`src/rtl/wfg_wb_master.sv`:
```
// Wishbone classic initiator: one command in, one read or write bus cycle, one response out.
// Optional ack timeout is compiled in when WFG_WB_MASTER_TIMEOUT_EN is defined.
module wfg_wb_master #(
    parameter int unsigned BUSW           = 32,
    parameter int unsigned TIMEOUT_CYCLES = 255
) (
    input  logic              wb_clk_i,
    input  logic              wb_rst_ni,
    input  logic              cmd_valid_i,
    output logic              cmd_ready_o,
    input  logic              cmd_we_i,
    input  logic [BUSW-1:0]   cmd_adr_i,
    input  logic [BUSW-1:0]   cmd_dat_i,
    input  logic [BUSW/8-1:0] cmd_sel_i,
    output logic              rsp_valid_o,
    input  logic              rsp_ready_i,
    output logic [BUSW-1:0]   rsp_dat_o,
    output logic              rsp_err_o,
    output logic              wbm_cyc_o,
    output logic              wbm_stb_o,
    output logic              wbm_we_o,
    output logic [BUSW/8-1:0] wbm_sel_o,
    output logic [BUSW-1:0]   wbm_adr_o,
    output logic [BUSW-1:0]   wbm_dat_o,
    input  logic [BUSW-1:0]   wbm_dat_i,
    input  logic              wbm_ack_i,
    output logic              busy_o
);

    typedef enum logic [1:0] {
        IDLE = 2'd0,
        BUS  = 2'd1,
        RESP = 2'd2
    } state_t;

    state_t state, state_next;
    logic   accept;
    logic   ack_done;
    logic   rsp_done;
    logic   timeout_hit;

    if (TIMEOUT_CYCLES == 0) begin : g_bad_timeout
        $error("wfg_wb_master: TIMEOUT_CYCLES must be at least 1");
    end

    always_ff @(posedge wb_clk_i or negedge wb_rst_ni) begin
        if (!wb_rst_ni) begin
            state <= IDLE;
        end else begin
            state <= state_next;
        end
    end

    // Ack takes priority over a timeout that expires on the same edge.
    always_comb begin
        state_next = state;
        accept     = 1'b0;
        ack_done   = 1'b0;
        rsp_done   = 1'b0;
        case (state)
            IDLE: begin
                if (cmd_valid_i) begin
                    accept     = 1'b1;
                    state_next = BUS;
                end
            end
            BUS: begin
                if (wbm_ack_i) begin
                    ack_done   = 1'b1;
                    state_next = RESP;
                end else if (timeout_hit) begin
                    state_next = RESP;
                end
            end
            RESP: begin
                if (rsp_ready_i) begin
                    rsp_done   = 1'b1;
                    state_next = IDLE;
                end
            end
            default: state_next = IDLE;
        endcase
    end

    assign cmd_ready_o = (state == IDLE);
    assign busy_o      = (state != IDLE);

    // Address, data, select and we stay at their last value between transfers.
    always_ff @(posedge wb_clk_i or negedge wb_rst_ni) begin
        if (!wb_rst_ni) begin
            wbm_cyc_o   <= 1'b0;
            wbm_stb_o   <= 1'b0;
            wbm_we_o    <= 1'b0;
            wbm_sel_o   <= '0;
            wbm_adr_o   <= '0;
            wbm_dat_o   <= '0;
            rsp_valid_o <= 1'b0;
            rsp_dat_o   <= '0;
        end else begin
            if (accept) begin
                wbm_cyc_o <= 1'b1;
                wbm_stb_o <= 1'b1;
                wbm_we_o  <= cmd_we_i;
                wbm_sel_o <= cmd_sel_i;
                wbm_adr_o <= cmd_adr_i;
                wbm_dat_o <= cmd_dat_i;
            end
            if (ack_done || timeout_hit) begin
                wbm_cyc_o   <= 1'b0;
                wbm_stb_o   <= 1'b0;
                rsp_valid_o <= 1'b1;
                rsp_dat_o   <= (ack_done && !wbm_we_o) ? wbm_dat_i : '0;
            end
            if (rsp_done) begin
                rsp_valid_o <= 1'b0;
            end
        end
    end

`ifdef WFG_WB_MASTER_TIMEOUT_EN
    localparam int unsigned CNT_W = $clog2(TIMEOUT_CYCLES + 1);
    localparam logic [CNT_W-1:0] CNT_LAST = CNT_W'(TIMEOUT_CYCLES - 1);

    logic [CNT_W-1:0] wait_cnt;
    logic             rsp_err_q;

    // The limit is hit on the edge that would bring the count to TIMEOUT_CYCLES.
    assign timeout_hit = (state == BUS) && !wbm_ack_i && (wait_cnt == CNT_LAST);
    assign rsp_err_o   = rsp_err_q;

    always_ff @(posedge wb_clk_i or negedge wb_rst_ni) begin
        if (!wb_rst_ni) begin
            wait_cnt  <= '0;
            rsp_err_q <= 1'b0;
        end else begin
            if (accept) begin
                wait_cnt <= '0;
            end else if ((state == BUS) && !wbm_ack_i) begin
                wait_cnt <= wait_cnt + 1'b1;
            end
            if (ack_done || timeout_hit) begin
                rsp_err_q <= timeout_hit;
            end
        end
    end
`else
    assign timeout_hit = 1'b0;
    assign rsp_err_o   = 1'b0;
`endif

endmodule

```
`config.mk`:
```
export PLATFORM = sky130hd
export DESIGN_NAME = wfg_wb_master
export DESIGN_NICKNAME = d
export VERILOG_FILES = /design/src/rtl/wfg_wb_master.sv
export SDC_FILE = /design/constraint.sdc
export NUM_CORES = 1
export LEC_CHECK = 0
export ABC_CLOCK_PERIOD_IN_PS = 1900
export CELL_PAD_IN_SITES_DETAIL_PLACEMENT = 0
export CELL_PAD_IN_SITES_GLOBAL_PLACEMENT = 2
export CORE_MARGIN = 5
export CORE_UTILIZATION = 24
export DETAILED_ROUTE_END_ITERATION = 12
export PLACE_DENSITY_LB_ADDON = 0.15
export SLEW_MARGIN = 20
export SYNTH_ARGS = -nofsm -noshare
export SYNTH_HDL_FRONTEND = slang
export SYNTH_SLANG_ARGS = --single-unit
```
`constraint.sdc`:
```
create_clock -name wb_clk_i -period 1.9 [get_ports wb_clk_i]
set_input_delay 0.38 -clock wb_clk_i [delete_from_list [all_inputs] [get_ports wb_clk_i]]
set_output_delay 0.38 -clock wb_clk_i [all_outputs]
set_load 0.005 [all_outputs]
```
# Yosys cells after proc, flatten, opt, wreduce, memory -nomap -nowiden
# Cells that the tools add are included.
[totals]
ff_bits = 105
out_inout_bits = 107
word_cells = 35
[classes]
n_eq_ne = 5
mux = 15
reduce_logical = 7
[ops]
columns = ["cell", "count"]
rows = [
  ["32-bit 2-to-1 mux", 1],
  ["1-bit 2-to-1 mux", 10],
  ["2-bit 2-to-1 mux", 3],
  ["2-bit != test (second input constant)", 3],
  ["2-bit one-hot mux with 3 select lines", 1],
  ["2-bit nonzero test", 3],
  ["3-bit AND reduction", 1],
  ["2-bit by 1-bit == test with 1-bit output (second input constant)", 1],
  ["2-bit == test (second input constant)", 1],
  ["2-bit zero test", 1],
  ["1-bit logical AND", 1],
  ["1-bit zero test", 1],
]

# Longest topological paths before layout
[depth]
ltp_word = 4
ltp_mapped = 7

# Least setup slack after synthesis
# Ideal clock, no wire load.
[synth_timing]
path_kind = "register to register"
start = "register state[0]"
end = "register wbm_adr_o[24]"
setup_ps = 125
arrival_ps = 1520
required_time_ps = 1775
setup_slack_ps = 255
path_stages_with_launch = 8
period_less_slack_ps = 1645
path_cell_list = "dfrtp_1 > or2_4 > inv_2 > and2_4 > buf_6 > buf_6 > buf_8 > mux2_4"
[synth_between]
elab_chain_cells = 2
[synth_lines]
columns = ["item", "line", "source"]
rows = [
  ["start, declared", "36", "state_t state, state_next;"],
  ["start signal, assigned", "50", "state <= state_next;"],
  ["2-bit zero test", "--", ""],
  ["net cmd_ready_o", "10", "output logic cmd_ready_o,"],
  ["1-bit 2-to-1 mux", "60", "case (state)"],
  ["end signal, assigned", "105", "wbm_adr_o <= cmd_adr_i;"],
  ["end, declared", "23", "output logic [BUSW-1:0] wbm_adr_o,"],
]
# The timed path passes the listed nets, and every way through them passes these cells.
# A chain may end at the register's enable or synchronous reset.

==> reports/metrics.cfg <==
[setup_path]
worstSetupPathType = flip-flop to output pin
max_stage_delay_ns = 0.54
timing.rr.start = state[1]$_DFFE_PN0P_
r2r_end = wbm_adr_o[15]$_DFFE_PN0P_
path_cells = clkdlybuf4s50_1
worstSetupStartpointType = flip-flop
worst-path-buf-inv = 1
rrSetupSlack_ns = 0.35
cpLargestDelayFamily = buffers and inverters
cp_slowest_cell = clkdlybuf4s50_1
end_kind = output pin
path_max_fanout = 4
critPathArrivalTime_ns = 1.31
crit_required_ns = 1.52
reg2reg_depth = 5

[logic_synthesis]
synthMuxAreaShare_pct = 20.0
synthSimpleGateAreaFrac_pct = 8.45
synth_cells = 307
synthAdderAreaFrac_pct = 0
synth-seq-cells = 105
synth_top_family_by_area = multiplexers
syn-num-nets = 413
synth_seq_area_share_pct = 63.6
synth_warnings = 0
synth_xor_area_share_pct = 0
syn_area_per_cell_um2 = 13.5
ys_types = 22
netlist_area_mm2 = 0.00413
synth_compound_area_share_pct = 4.78

[sta]
min_period_ns = 1.69
relSlewSlack_pct = 65.4
clock_skew_ns = 0.00750
final-setup-viol-count = 0
fin_hold_ws_ns = -0.00235
fin_tns_setup_ns = 0
fmax_mhz = 593
period_share_pct = 88.8
finalHoldViolations = 2
drv_slew = 0
rsz0062_at_grt = false
worst_pin_slew_ns = 0.520

[placed_design]
gp_congestion = 0.747
place_area_mm2 = 0.00655
dp_hpwl_mm = 8.80
io_buffer_count = 211

[detailed_routing]
dr_total_vias = 3022
routed_via_density = 4.03
drcViolationCount = 0
routed_wirelength_mm = 11.8
antenna_left = 0
drtIter0Drc = 62
first_pass_iters = 3
wire_per_inst_um = 15.8

[worst_hold_path]
holdCritPathClass = primary input to async pin

[clock_network]
cts_sinks = 105
cts_tree = built
clock_path_buffers = 2
cts_max_level = 3
cts_root_buf = clkbuf_16
clock_latency_ns = 0.34
clk_pin_slew_ns = 0.07
hold_buffers = 0
numCtsBuffers = 9

[global_routing]
grt_overflow = 0
grt_max_degree = 66
use_met1_pct = 15.6
antenna_found_initial = 0
use_met2_pct = 17.5
grtUsageMet3_pct = 4.85
grt_pass1_wl_mm = 18.3
grtUsageTotal_pct = 11.8
grt_pass1_vias = 3186
busiest_layer = met2

[die]
ios = 213
start_util_pct = 24.1
die_h_um = 141
num_rows = 48
die-area_mm2 = 0.0199
coreArea_mm2 = 0.0171
die_x_um = 141

[layout]
syn2layout_area_growth_pct = 66.1
drive_gt1_share_pct = 18.9
final_common_cell = clkdlybuf4s50_1
final_cell_mix = clkdlybuf4s50_1 (208), dfrtp_1 (105), mux2_2 (59)
n_antenna_cell = 0
final_area_mm2 = 0.00687
final_nets = 625
n_fill_cell = 1649

[pwr]
p_leak_nw = 2.84
irDropWorstVdd_v = 0.000507
power_density_mw_per_mm2 = 1460

[status]
violations = negative hold slack
outcome = finished, violations left

[flow_run]
max-cap-violations = 0

what timing repair did:
item | 4_1_cts | 5_1_grt
endpoints found under the hold margin | 0 | 0
buffers inserted | 1 | 0
setup endpoints to repair | 2 | 1
resized for setup | 1 | 1
stage by stage:
stage                     setup WS [ns]  power (W)  std cells  hold slack [ns]  utilization, %
after floorplan                   0.255    0.00535        307           0.0844               -
after global placement            0.152    0.00821        732            0.384            38.3
after detailed placement          0.117    0.00829        732            0.402            38.3
after CTS                        0.0297     0.0103        749           0.0205            40.1
after global routing              0.153     0.0107        749           0.0392            40.1
final                             0.214     0.0100        749         -0.00235            40.1
how the worst max path moves through the flow:
stage,end,cells past startpoint,startpoint,slack (ns)
2_1_floorplan,wbm_adr_o[24]$_DFFE_PN0P_,7,state[0]$_DFFE_PN0P_,0.25
3_3_place_gp,wbm_adr_o[17]$_DFFE_PN0P_,4,cmd_valid_i,0.15
3_5_place_dp,wbm_adr_o[19]$_DFFE_PN0P_,4,cmd_valid_i,0.12
4_1_cts,busy_o,2,state[1]$_DFFE_PN0P_,0.03
5_1_grt,cmd_ready_o,3,state[1]$_DFFE_PN0P_,0.15
6_report,wbm_cyc_o,1,wbm_stb_o$_DFFE_PN0P_,0.21
report_power, final:
part	internal, W	leakage [nW]	switching [W]
registers	0.00329	1.27	0.000525
logic	0.00293	1.42	0.00139
clock network	0.00106	0.153	0.000844
total	0.00728	2.84	0.00275
cell usage after synthesis (all sizes together):
cell type | count | area share [%]
o31ai | 1 | 0.18
a21oi | 2 | 0.24
or2 | 1 | 0.21
conb | 1 | 0.091
dfrtp | 105 | 64
buf | 11 | 2.0
mux2 | 69 | 20
and2 | 1 | 0.21
nand3b | 1 | 0.18
o21ai | 36 | 4.4
mux2i | 1 | 0.24
inv | 4 | 0.36
nand2b | 32 | 4.8
clkbuf | 9 | 0.82
nor2 | 1 | 0.091
nand2 | 32 | 2.9
routing by layer:
| metal | routed length [µm] | vias to the layer above |
|---|---|---|
| met5 | 0 | - |
| met4 | 146 | 0 |
| met3 | 1350 | 9 |
| met2 | 5170 | 129 |
| met1 | 5130 | 1431 |
| li1 | - | 1453 |
cells by family after synthesis:
family / Yosys count
AO/OA/AOI/OAI: 39
AND/OR/NAND/NOR: 68
flip-flops: 105
multiplexers: 70
buffers and inverters: 24
other: 1
final cells by class:
| class | count | area (µm²) | area share [%] |
|---|---|---|---|
| flip-flops and latches | 105 | 2630 | 38.3 |
| repair buffers | 221 | 2260 | 32.9 |
| multi-input cells | 178 | 1380 | 20.0 |
| well taps | 225 | 282 | 4.10 |
| clock buffers | 10 | 239 | 3.48 |
| clock inverters | 6 | 66.3 | 0.966 |
| inverters | 4 | 15.0 | 0.219 |
flip-flops by register name (all words and copies together) (netlist names):
register,flops
rsp_dat_o,32
rsp_valid_o,1
state,2
wbm_adr_o,32
wbm_dat_o,32
wbm_sel_o,4
wbm_stb_o,1
wbm_we_o,1
worst reg2reg max path, cell delays in order (launching register included):
cell     delay (ns)
dfrtp_1        0.38
or2_4          0.26
inv_2          0.06
and2_4         0.19
buf_12         0.19
mux2_2         0.36
Power figures use the tool's default switching activity.
